$ cat src/rtl/seq_shift_unit.sv
// Multi-cycle shift/rotate unit: one bit position per clock under a start/busy/done handshake.
// Result and carry are registered and held until the next accepted operation.
module seq_shift_unit #(
  parameter int unsigned N  = 4,
  parameter int unsigned AW = 2
) (
  input  logic          clk,
  input  logic          rst,
  input  logic          start,
  input  logic [2:0]    mode,
  input  logic [AW-1:0] amount,
  input  logic [N-1:0]  operand,
  output logic [N-1:0]  result,
  output logic          busy,
  output logic          done,
  output logic          carry,
  output logic          zero
);

  localparam logic [2:0] MODE_LSL = 3'd0;
  localparam logic [2:0] MODE_LSR = 3'd1;
  localparam logic [2:0] MODE_ASR = 3'd2;
  localparam logic [2:0] MODE_ROL = 3'd3;
  localparam logic [2:0] MODE_ROR = 3'd4;

  typedef enum logic [1:0] {
    IDLE  = 2'd0,
    SHIFT = 2'd1,
    DONE  = 2'd2
  } state_t;

  state_t        state;
  state_t        state_next;
  logic [2:0]    op_mode;
  logic [2:0]    op_mode_next;
  logic [AW-1:0] count;
  logic [AW-1:0] count_next;
  logic [N-1:0]  result_next;
  logic          carry_next;
  logic          busy_next;
  logic          done_next;
  logic          mode_valid;

  // Reserved encodings bypass the shifter and complete immediately
  assign mode_valid = (mode <= MODE_ROR);

  assign zero = (result == '0);

  // State and datapath registers
  always_ff @(posedge clk) begin
    if (rst) begin
      state   <= IDLE;
      op_mode <= MODE_LSL;
      count   <= '0;
      result  <= '0;
      carry   <= 1'b0;
      busy    <= 1'b0;
      done    <= 1'b0;
    end else begin
      state   <= state_next;
      op_mode <= op_mode_next;
      count   <= count_next;
      result  <= result_next;
      carry   <= carry_next;
      busy    <= busy_next;
      done    <= done_next;
    end
  end

  // Next-state, single-step datapath and handshake outputs
  always_comb begin
    state_next   = state;
    op_mode_next = op_mode;
    count_next   = count;
    result_next  = result;
    carry_next   = carry;

    case (state)
      IDLE, DONE: begin
        if (start) begin
          result_next  = operand;
          count_next   = amount;
          op_mode_next = mode;
          carry_next   = 1'b0;
          if ((amount != '0) && mode_valid) begin
            state_next = SHIFT;
          end else begin
            state_next = DONE;
          end
        end else begin
          state_next = IDLE;
        end
      end

      SHIFT: begin
        case (op_mode)
          MODE_LSL: begin
            result_next = {result[N-2:0], 1'b0};
            carry_next  = result[N-1];
          end
          MODE_LSR: begin
            result_next = {1'b0, result[N-1:1]};
            carry_next  = result[0];
          end
          MODE_ASR: begin
            result_next = {result[N-1], result[N-1:1]};
            carry_next  = result[0];
          end
          MODE_ROL: begin
            result_next = {result[N-2:0], result[N-1]};
            carry_next  = result[N-1];
          end
          MODE_ROR: begin
            result_next = {result[0], result[N-1:1]};
            carry_next  = result[0];
          end
          default: begin
            result_next = result;
            carry_next  = carry;
          end
        endcase
        count_next = count - AW'(1);
        if (count == AW'(1)) begin
          state_next = DONE;
        end else begin
          state_next = SHIFT;
        end
      end

      default: begin
        state_next = IDLE;
      end
    endcase

    // Handshake flags track the state being entered so they line up with it
    busy_next = (state_next == SHIFT);
    done_next = (state_next == DONE);
  end

endmodule
$ cat config.mk
export PLATFORM = sky130hd
export DESIGN_NAME = seq_shift_unit
export DESIGN_NICKNAME = d
export VERILOG_FILES = /design/src/rtl/seq_shift_unit.sv
export SDC_FILE = /design/constraint.sdc
export NUM_CORES = 1
export LEC_CHECK = 0
export ABC_CLOCK_PERIOD_IN_PS = 1900
export CORE_MARGIN = 4
export CORE_UTILIZATION = 46
export CTS_BUF_LIST = sky130_fd_sc_hd__clkbuf_4 sky130_fd_sc_hd__clkbuf_8 sky130_fd_sc_hd__clkbuf_16
export DETAILED_ROUTE_END_ITERATION = 6
export HOLD_SLACK_MARGIN = 0.08
export PLACE_DENSITY = 0.76
export SYNTH_ARGS = -nofsm -noshare
export SYNTH_HDL_FRONTEND = slang
export SYNTH_SLANG_ARGS = --single-unit
$ cat constraint.sdc
create_clock -name clk -period 1.9 [get_ports clk]
set_input_delay 0.38 -clock clk [delete_from_list [all_inputs] [get_ports clk]]
set_output_delay 0.38 -clock clk [all_outputs]
set_load 0.05 [all_outputs]
# == Word-level counts from Yosys, hierarchy flattened ==
# Cells that the tools add are included.
# W data, S select, Z words.
# op_classes
eq_ne,14
div,0
n_reduce_logical,14
n_addsub,1
magnitude_cmp,1
n_mux,12
shifts,0
multipliers,0
bitwise_logic,0
# ops
cell,n
$pmux W4 S5,1
$mux W2,4
$pmux W2 S2,2
$pmux W4 S2,1
$eq A2 B1 Y1 const B,3
$eq A3 B2 Y1 const B,2
$ne A6 B1 Y1 const B,1
$reduce_and A3 Y1,2
$ne A5 B1 Y1 const B,1
$eq A2 B2 Y1 const B,2
$logic_not A4 Y1,1
$mux W4,1
$ne A2 B2 Y1 const B,2
$pmux W1 S2,2
$reduce_and A2 Y1,2
$reduce_and A4 Y1,1
$reduce_bool A2 Y1,2
$reduce_or A2 Y1,2
$eq A3 B1 Y1 const B,1
$eq A3 B3 Y1 const B,1
$le A3 B3 Y1 const B,1
$logic_not A3 Y1,1
$ne A3 B3 Y1 const B,1
$reduce_or A3 Y1,1
4 further kinds,4
# totals
romBits,0
mem_count,0
wordCells,50
ram_bits,0
reg_bits,14
latchBits,0

# == Logic depth before layout (Yosys ltp) ==
# Gate-level depths: netlist of the first run.
# logic_depth
depth_word,6
depth_mapped,5

# == Least setup slack after synthesis of the first run ==
# OpenSTA, ideal clock, no wires.
# synth_path
path_kind,reg2out
start,reg result[0]
end,out zero
arrival_time_ns,2.105
path_stages_with_launch,2
path_buffers,0
slack_ns,-0.585
required_time_ns,1.520
path_cell_list,dfxtp_1 -> nor4_1
# synth_between
elab_chain_len,1
# synth_lines
element,line,rtl
"start, declared",13,"output logic [N-1:0] result,"
"start signal, assigned",63,result <= result_next;
$logic_not A4 Y1,47,assign zero = (result == '0);
"end, declared",17,output logic zero
# Every way passes these cells.

# == Final worst setup path of the first run ==
# layout_path
start,reg done
end,out done
# layout_lines
element,line,rtl
"start, declared",15,"output logic done,"
"start signal, assigned",66,done <= done_next;
# No word-level cell between the ends.

==> impl_metrics.csv, run 1 <==
group,metric,value,unit
global_routing,grt_usage,15.35,%
finish,layout-area-overhead-vs-synth,30.88,%
timing,fin_tns_setup,0,ps
floorplan,core_area,1524,µm²
critical_path,cp_num_cells,1,
synthesis,ys.warnings.count,0,
global_routing,number_of_antenna_violations_at_the_first_check_in_global_routing,0,
clock_network,clk_path_buf_depth,2,
synthesis,ys_seq_area_share,37.40,%
clock_network,holdBufCountCts,0,
placed_design,final_gp_congestion,0.7504,
critical_path,cpLargestDelayFamily,"buffers and inverters",
placed_design,placement.io_buffers,19,
critical_path,critical_path.cell_chain,"clkdlybuf4s50_1",
placed_design,place_inst,116,
timing,final.period_utilization,93.60,%
global_routing,grt_start_max_net_pins,16,
finish,layout_cells_excl_fill,120,
timing,worst_slew_pin_slew,497.1,ps
flow_run,max-cap-violations,0,
clock_network,post_cts_buffers,0,
status,status,"finished, final reports clean",
finish,drive_above_1_share,18.27,%
route,overall_via_count_from_detail_route,666,
critical_path,critPathMaxFanout,1,
floorplan,initial_utilization,49.18,%
finish,insertedDiodeCount,0,
critical_path,data_arrival_time_of_the_critical_path,1400,ps
critical_path,crit_type,"reg2out",
timing,setup_viol_count_final,0,
clock_network,clk-insertion-delay-late,280,ps
critical_path,max_stage_delay,790,ps
placed_design,dp.final_hpwl,1.275,mm
power,cellLeakagePower,0.3822,nW
global_routing,grt_first_pass_wirelength,2.898,mm
timing,skew,1.951,ps
timing,finalHoldViolations,0,
route,drt_wl_total,1.700,mm
clock_network,worst_setup_hold_path_clk_slew,90,ps
route,wire_per_inst,14.17,µm
clock_network,cts_buffers,3,
timing,maxSlewHeadroom,66.75,%
floorplan,die_area,2339,µm²
min_path,hold_depth,2,
timing,slew_viol_final,0,
power,power.density_cell_area,821.0,nW/µm²
synthesis,yosysUniqueCellTypes,33,
timing,max_freq,562.3,MHz
route,dr.pass1.iters,4,
clock_network,tritoncts_clock_tree,"yes",
critical_path,critPathCaptureType,"primary output",
critical_path,critical_path.startpoint_type,"flop",
min_path,min_path_type,"reg2reg",
route,post-route-drc-count,0,
global_routing,first_global_vias,648,
floorplan,top_level_ports,20,
floorplan,die_x,48.37,µm
floorplan,num_rows,14,
synthesis,postSynthNetCount,98,
timing,timing.final.crit_period,1778,ps
synthesis,postSynthRegisterBits,14,
synthesis,post_synthesis_cell_area,749.5,µm²
finish,num-nets-final,118,
route,antenna_violating_nets_post_route,0,
clock_network,cts_resized,0,
synthesis,syn-instance-count,85,
power,report.power.total,0.0008054,W
route,drt_first_iter_violations,11,
global_routing,globalRoute.totalOverflow,0,
power,vdd.ir_drop.worst,0.0004919,V
clock_network,htreeDepth,1,
critical_path,cp_num_buf_inv,1,
timing,post_route_hold_slack,506.2,ps
critical_path,critical_path_required,1520,ps
route,routed_via_density,5.550,
clock_network,root_buffer,"sky130_fd_sc_hd__clkbuf_4",
floorplan,die_y_extent,48.37,µm
critical_path,worst-r2r-cell-count,4,
critical_path,critical_path.slowest_cell,"sky130_fd_sc_hd__clkdlybuf4s50_1",
clock_network,cts.sinks,14,
timing,unrepaired_setup_endpoints_after_global_routing,"no",
synthesis,syn_avg_cell_area,8.817,µm²
==> cell usage after synthesis <==
cell type,count,area [µm²]
sky130_fd_sc_hd__a221oi_2,1,15.01
sky130_fd_sc_hd__xor2_2,1,16.27
sky130_fd_sc_hd__ha_1,1,12.51
sky130_fd_sc_hd__o21ai_0,5,25.02
sky130_fd_sc_hd__mux2_1,2,22.52
sky130_fd_sc_hd__and2b_1,1,7.510
sky130_fd_sc_hd__a22oi_1,1,7.510
sky130_fd_sc_hd__mux2i_1,3,30.03
sky130_fd_sc_hd__buf_6,1,11.26
sky130_fd_sc_hd__o22a_1,1,8.760
sky130_fd_sc_hd__inv_1,2,7.510
sky130_fd_sc_hd__a311o_1,1,10.01
sky130_fd_sc_hd__buf_4,3,22.52
sky130_fd_sc_hd__nor3_1,2,10.01
sky130_fd_sc_hd__buf_2,1,5.000
sky130_fd_sc_hd__dfxtp_1,14,280.3
sky130_fd_sc_hd__o22ai_1,3,18.77
sky130_fd_sc_hd__a311oi_1,1,8.760
sky130_fd_sc_hd__xnor2_1,1,8.760
sky130_fd_sc_hd__or3_1,1,6.260
sky130_fd_sc_hd__nand2_1,9,33.78
sky130_fd_sc_hd__a21oi_2,1,8.760
sky130_fd_sc_hd__clkbuf_1,1,3.750
sky130_fd_sc_hd__nor2_1,6,22.52
sky130_fd_sc_hd__nand2b_1,2,12.51
sky130_fd_sc_hd__and3_1,2,12.51
sky130_fd_sc_hd__a211oi_1,1,7.510
sky130_fd_sc_hd__nor4_1,1,6.260
sky130_fd_sc_hd__nand3b_1,3,22.52
sky130_fd_sc_hd__a21oi_1,9,45.04
sky130_fd_sc_hd__nor2b_1,1,6.260
sky130_fd_sc_hd__o21ai_2,2,17.52
sky130_fd_sc_hd__o41ai_2,1,16.27
==> final timing paths <==
| check | slack [ps] | from | to |
|---|---|---|---|
| setup / recovery | 120 | done | done |
| hold / removal | 510 | count[1] | count[1] |
| setup reg to reg | 420 | op_mode[1] | carry |
| hold reg to reg | 510 | count[1] | count[1] |
==> routing by layer <==
metal | vias up | part of all wire, % | GRT usage, %
met4 | 0 | 0.71 | 4.147
met1 | 305 | 43 | 17.67
met5 | - | 0 | 0
met2 | 16 | 50 | 25.65
met3 | 2 | 5.9 | 6.442
li1 | 343 | - | -
==> state kept, by name, indices dropped and copies added (netlist names) <==
signal / cells
result: 4
op_mode: 3
count: 2
state: 2
busy: 1
carry: 1
done: 1
==> power by group <==
part	internal (W)	switching [W]
combinational	0.000110	0.000132
sequential	0.000316	0.0000314
clock	0.000117	0.0000998
total	0.000542	0.000263
==> final cells by class <==
cell class | count | area [µm²]
fillers | 144 | 543.0
multi-input cells | 63 | 434.2
flip-flops and latches | 14 | 280.3
repair buffers | 21 | 202.7
clock buffers | 4 | 36.28
well taps | 16 | 20.02
inverters | 2 | 7.507
==> kinds of logic (layout without fill, tap and decap cells) <==
family                   Yosys count  after routing  synth area share, %
AND/OR/NAND/NOR                   28             28                18.70
AO/OA/AOI/OAI                     27             27                25.21
flip-flops                        14             14                37.40
buffers and inverters              8             27                6.677
multiplexers                       5              5                7.012
XOR/XNOR                           2              2                3.340
adder cells (fa/ha/maj)            1              1                1.669
==> stage by stage <==
step / setup WS [ps] / utilization (%) / area [µm²]
final: 121.5 / 64.37 / 980.9
after global routing: 77.53 / 64.37 / 980.9
after CTS: 111.8 / 64.37 / 980.9
after detailed placement: 126.0 / 61.99 / 944.7
after global placement: 197.8 / 61.99 / 944.7
after floorplan: 271.0 / - / 764.5
==> layout by cell type (no fill, tap or decap), types with 3 or more instances in the layout <==
cell | Yosys | layout
sky130_fd_sc_hd__buf_4 | 3 | 7
sky130_fd_sc_hd__o22ai_1 | 3 | 3
sky130_fd_sc_hd__nand3b_1 | 3 | 3
sky130_fd_sc_hd__dfxtp_1 | 14 | 14
sky130_fd_sc_hd__a21oi_1 | 9 | 9
sky130_fd_sc_hd__clkdlybuf4s50_1 | 0 | 13
sky130_fd_sc_hd__nor2_1 | 6 | 6
sky130_fd_sc_hd__o21ai_0 | 5 | 5
sky130_fd_sc_hd__clkbuf_4 | 0 | 3
sky130_fd_sc_hd__mux2i_1 | 3 | 3
sky130_fd_sc_hd__nand2_1 | 9 | 9
(Power assumes the default switching activity.)
==> run 2: changes to the inputs <==
CELL_PAD_IN_SITES_DETAIL_PLACEMENT = 0   (was unset)
CELL_PAD_IN_SITES_GLOBAL_PLACEMENT = 2   (was unset)
CORE_UTILIZATION = 27   (was 46)
PLACE_DENSITY = unset   (was 0.76)
PLACE_DENSITY_LB_ADDON = 0.1   (was unset)
RECOVER_POWER = 100   (was unset)
==> run 2 against run 1 <==
  * Non-clock buffer count grew 1
  * Total power shrank 1.2%
  * Sequential power shrank 1%
  * Critical path depth is the same
  * Maximum frequency grew 0.15%
  * Critical path type unchanged
  * Largest cell class unchanged
==> impl_metrics.csv, run 2 (same netlist as run 1, synthesis figures left out) <==
group,metric,value,unit
status,status,"finished, final reports clean",
min_path,hold-path-endpoint,"count[1]",
route,wire_per_inst,14.16,µm
clock_network,htreeDepth,1,
critical_path,cpLargestDelayFamily,"buffers and inverters",
critical_path,critical_path.slowest_cell,"sky130_fd_sc_hd__clkdlybuf4s50_1",
min_path,worstHoldStart,"count[1]",
route,drt_first_iter_violations,31,
route,routed-wl-met2,851,µm
clock_network,cts_resized,0,
timing,final.period_utilization,93.46,%
clock_network,post_cts_buffers,0,
clock_network,clk_path_buf_depth,2,
route,met1_length,923,µm
critical_path,critical_path.cell_chain,"clkdlybuf4s50_1",
clock_network,cts_buffers,3,
finish,leading_cell_types_in_the_layout_fill_and_taps_excluded,"14 x sky130_fd_sc_hd__dfxtp_1, 11 x sky130_fd_sc_hd__clkdlybuf4s50_1, 9 x sky130_fd_sc_hd__a21oi_1, 9 x sky130_fd_sc_hd__nand2_1",
timing,fin_tns_setup,0,ps
floorplan,initial_utilization,29.19,%
critical_path,data_arrival_time_of_the_critical_path,1400,ps
clock_network,root_buffer,"sky130_fd_sc_hd__clkbuf_4",
route,wl_met3,120,µm
timing,unrepaired_setup_endpoints_after_global_routing,"no",
finish,num-nets-final,119,
timing,worst_slew_pin_slew,592.0,ps
power,report.power.total,0.0007960,W
clock_network,clk-insertion-delay-late,280,ps
global_routing,grt_first_pass_wirelength,2.994,mm
route,highest_layer,"met4",
finish,drive_above_1_share,10.48,%
placed_design,final_gp_congestion,0.7415,
global_routing,grt_usage,11.11,%
timing,maxSlewHeadroom,60.70,%
critical_path,worst-r2r-cell-count,4,
timing,skew,1.545,ps
min_path,min_path_type,"reg2reg",
floorplan,core_area,2567,µm²
floorplan,top_level_ports,20,
route,antenna_violating_nets_post_route,0,
route,drt_wl_total,1.911,mm
critical_path,crit-reg2reg-launch,"op_mode[0]",
clock_network,worst_setup_hold_path_clk_slew,100,ps
finish,seq_area,280.3,µm²
min_path,hold_depth,2,
power,cellLeakagePower,0.3559,nW
finish,layout-area-overhead-vs-synth,27.38,%
clock_network,holdBufCountCts,0,
global_routing,grt_start_max_net_pins,10,
finish,largest_register,"result",
critical_path,reg2reg_setup_slack,400,ps
critical_path,timing.rr.end,"carry",
critical_path,critical_path.startpoint_type,"flop",
power,vdd.ir_drop.worst,0.0004919,V
placed_design,dp.final_hpwl,1.433,mm
timing,finalHoldViolations,0,
timing,setup_viol_count_final,0,
finish,fillerInstances,290,
timing,slew_viol_final,0,
timing,max_freq,563.1,MHz
finish,multi_input_area,405.4,µm²
route,post-route-drc-count,0,
global_routing,first_global_vias,634,
route,dr.pass1.iters,3,
clock_network,tritoncts_clock_tree,"yes",
floorplan,die_area,3683,µm²
floorplan,die_y_extent,60.69,µm
finish,final_area,954.7,µm²
route,overall_via_count_from_detail_route,670,
global_routing,number_of_antenna_violations_at_the_first_check_in_global_routing,0,
timing,timing.final.crit_period,1776,ps
placed_design,placed_cell_area,969.7,µm²
finish,mostFrequentLayoutCell,"sky130_fd_sc_hd__dfxtp_1",
placed_design,placement.io_buffers,19,
power,power.density_cell_area,833.8,nW/µm²
critical_path,max_stage_delay,790,ps
flow_run,max-cap-violations,0,
finish,largest_reg_flops,4,
critical_path,cp_num_buf_inv,1,
floorplan,die_x,60.69,µm
route,routed_via_density,4.963,
critical_path,crit_type,"reg2out",
clock_network,cts.sinks,14,
global_routing,globalRoute.totalOverflow,0,
critical_path,critical_path_required,1520,ps
finish,insertedDiodeCount,0,
floorplan,num_rows,18,
critical_path,critPathCaptureType,"primary output",
critical_path,critPathMaxFanout,1,
finish,reg_top3,"result x4, op_mode x3",
## run 2: through the flow
step	util, %	setup WS (ps)	hold WS [ps]	cells
finish	37.18	124.2	488.9	135
global placement	37.77	179.3	471.7	131
detailed placement	37.77	155.3	471.5	131
CTS	39.18	103.1	488.4	135
global route	37.18	77.15	542.3	135
floorplan	-	271.0	445.9	85
## run 2: tightest hold or removal path, delay by kind of cell, from the launching register on
family | cells | cell delay, ps
AOI/OAI and AO/OA | 1 | 80
buffers and inverters | 1 | 60
DFF | 1 | 310
## run 2: worst max path at each step
stage	start	to	cells past startpoint
final	busy	busy	1
after global routing	result[0]	zero	2
after CTS	busy	busy	1
after detailed placement	start	result[1]	5
after floorplan	result[0]	zero	1
after global placement	start	result[1]	5
## run 2: final cells by class
cell class / instances / share of cell area, %
tap: 30 / 3.932
clock buffer: 4 / 3.801
sequential: 14 / 29.36
inverter: 2 / 0.7864
timing repair buffer: 22 / 19.66
multi-input combinational: 63 / 42.46
## run 2: report_power, final
part / switching, W / internal, W / leakage (nW)
clock: 0.000110 / 0.000117 / 0.0210
sequential: 0.0000268 / 0.000316 / 0.115
combinational: 0.000131 / 0.0000954 / 0.220
## run 2: per-layer routing
metal | vias up | track usage, %
met5 | - | 0
met4 | 0 | 1.858
met3 | 2 | 4.255
met2 | 17 | 17.86
met1 | 303 | 14.40
li1 | 348 | -
==> run 3: changes to the inputs <==
GPL_TIMING_DRIVEN = 0   (was unset)
==> run 3 against run 2 <==
  * Total power is 0.86% higher
  * Clock skew about the same
  * Core utilization grew 2.2 points
  * Clock power is essentially flat
  * Global-route usage increased by 0.32 points
  * Combinational power increased by 6%
  * Register-to-register slack better by 90 ps
  * Final area grew 5.9%
  * Flip-flop and latch count did not move
  * Largest cell class unchanged
==> impl_metrics.csv, run 3 (same netlist as run 1, synthesis figures left out) <==
group,metric,value,unit
placed_design,placement.io_buffers,19,
timing,post_route_hold_slack,496.1,ps
timing,maxSlewHeadroom,60.68,%
global_routing,number_of_antenna_violations_at_the_first_check_in_global_routing,0,
finish,num-nets-final,122,
critical_path,data_arrival_time_of_the_critical_path,1470,ps
clock_network,cts_buffers,3,
placed_design,place_inst,134,
finish,layout_cells_excl_fill,138,
timing,final.period_utilization,97.37,%
clock_network,worst_setup_hold_path_clk_slew,100,ps
timing,setup_viol_count_final,0,
power,cellLeakagePower,0.3972,nW
route,drt_first_iter_violations,19,
timing,fin_tns_setup,0,ps
critical_path,reg2reg_setup_slack,490,ps
power,power_switching_share,33.69,%
timing,slew_viol_final,0,
min_path,hold_depth,2,
finish,largest_register,"result",
critical_path,critPathMaxFanout,6,
critical_path,crit_type,"reg2out",
critical_path,critPathCaptureType,"primary output",
finish,fillerInstances,286,
route,post-route-drc-count,0,
clock_network,root_buffer,"sky130_fd_sc_hd__clkbuf_4",
clock_network,clk_path_buf_depth,2,
floorplan,die_y_extent,60.69,µm
critical_path,worst-r2r-cell-count,5,
global_routing,first_global_vias,671,
power,cell_internal_pwr,0.0005324,W
global_routing,grt_first_pass_wirelength,3.153,mm
power,combPwrFrac,29.9,%
min_path,worstHoldStart,"count[1]",
timing,unrepaired_setup_endpoints_after_global_routing,"no",
floorplan,core_area,2567,µm²
critical_path,critical_path_required,1520,ps
finish,largest_reg_flops,4,
timing,worst_slew_pin_slew,592.4,ps
power,net_switching_power_of_the_design,0.0002705,W
route,antenna_violating_nets_post_route,0,
global_routing,grt_start_max_net_pins,11,
finish,layout-area-overhead-vs-synth,34.89,%
min_path,min_path_type,"reg2reg",
floorplan,num_rows,18,
timing,timing.final.crit_period,1850,ps
timing,max_freq,540.6,MHz
route,wire_per_inst,13.52,µm
critical_path,critical_path.startpoint_type,"flop",
flow_run,max-cap-violations,0,
clock_network,tritoncts_clock_tree,"yes",
power,power.share.clock,28.2,%
power,power.sequential.fraction,42.0,%
finish,drive_above_1_share,13.89,%
clock_network,htreeDepth,1,
placed_design,post-place-ws,-12.15,ps
route,dr.pass1.iters,4,
placed_design,dp.final_hpwl,1.384,mm
route,drt_wl_total,1.866,mm
clock_network,cts.sinks,14,
placed_design,final_gp_congestion,0.6838,
finish,leading_cell_types_in_the_layout_fill_and_taps_excluded,"14 x sky130_fd_sc_hd__dfxtp_1, 11 x sky130_fd_sc_hd__clkdlybuf4s50_1, 9 x sky130_fd_sc_hd__a21oi_1, 9 x sky130_fd_sc_hd__nand2_1, 6 x sky130_fd_sc_hd__nor2_1",
clock_network,post_cts_buffers,0,
floorplan,die_x,60.69,µm
timing,finalHoldViolations,0,
power,vdd.ir_drop.worst,0.0006179,V
min_path,hold-path-endpoint,"count[1]",
power,power.density_cell_area,794.1,nW/µm²
timing,skew,1.806,ps
floorplan,die_area,3683,µm²
critical_path,crit-reg2reg-launch,"op_mode[0]",
route,overall_via_count_from_detail_route,678,
status,status,"finished, final reports clean",
floorplan,initial_utilization,29.19,%
finish,reg_top3,"result x4, op_mode x3",
global_routing,globalRoute.totalOverflow,0,
critical_path,timing.rr.end,"carry",
floorplan,top_level_ports,20,
timing,layout_setup_ws,50.05,ps
clock_network,clk-insertion-delay-late,280,ps
global_routing,grt_usage,11.43,%
clock_network,holdBufCountCts,0,
finish,insertedDiodeCount,0,
route,routed_via_density,4.913,
finish,mostFrequentLayoutCell,"sky130_fd_sc_hd__dfxtp_1",
[run 3: changes by cell type in the layout (fill, tap and decap cells not counted)]
| cell | change |
|---|---|
| sky130_fd_sc_hd__buf_12 | -1 |
| sky130_fd_sc_hd__clkbuf_1 | -4 |
| sky130_fd_sc_hd__clkdlybuf4s15_1 | +1 |
| sky130_fd_sc_hd__nor4_4 | +1 |
| sky130_fd_sc_hd__xor2_1 | -1 |
| sky130_fd_sc_hd__buf_2 | +1 |
| sky130_fd_sc_hd__dlygate4sd2_1 | +4 |
| sky130_fd_sc_hd__buf_6 | +1 |
| sky130_fd_sc_hd__buf_4 | +1 |
| sky130_fd_sc_hd__nor4_1 | -1 |
| sky130_fd_sc_hd__xor2_2 | +1 |
[run 3: metrics by stage]
stage | utilization, % | power (W) | area (µm²)
finish | 39.38 | 0.0008029 | 1011
global route | 39.38 | 0.0008439 | 1011
CTS | 39.81 | 0.0008151 | 1022
detailed placement | 38.65 | 0.0005965 | 992.2
global placement | 38.65 | 0.0005944 | 992.2
floorplan | - | 0.0005134 | 764.5
[run 3: what timing repair did]
action | 4_1_cts | 5_1_grt
cloned | 0 | 0
setup endpoints to repair | 5 | 2
resized for setup | 5 | 2
[run 3: final cells by class]
cell class              instances  area [µm²]  area share (%)
well taps                      30       37.54           3.713
multi-input cells              63       427.9           42.33
repair buffers                 19       178.9           17.70
plain buffers                   6       42.54           4.208
flip-flops and latches         14       280.3           27.72
inverters                       2       7.507          0.7426
clock buffers                   4       36.28           3.589
[run 3: worst max path at each step]
stage | from | end | slack (ps) | cells after the start
finish | result[0] | zero | 50 | 2
global route | result[0] | zero | 6 | 2
CTS | result[0] | zero | 3 | 2
detailed placement | start | result[1] | -10 | 6
global placement | start | result[2] | 3 | 6
floorplan | result[0] | zero | 270 | 1
[run 3: per-layer routing]
metal / up-vias / GRT usage, % / wire [µm]
met5: - / 0 / 0
met4: 0 / 1.858 / 15
met3: 2 / 4.043 / 111
met2: 17 / 18.17 / 860
met1: 302 / 15.23 / 878
li1: 357 / - / -
[run 3: worst max-delay path, stage by stage, from the launching register on]
cell and delay [ps]:
sky130_fd_sc_hd__dfxtp_1 390, sky130_fd_sc_hd__nor4_4 270, sky130_fd_sc_hd__clkdlybuf4s15_1 520
[run 3: power groups by stage]
stage	clock network [W]	logic, W	registers, W
detailed placement	0	0.000252	0.000345
CTS	0.000233	0.000244	0.000337
global route	0.000242	0.000261	0.000341
floorplan	0	0.000135	0.000378
finish	0.000226	0.000240	0.000337
global placement	0	0.000250	0.000344
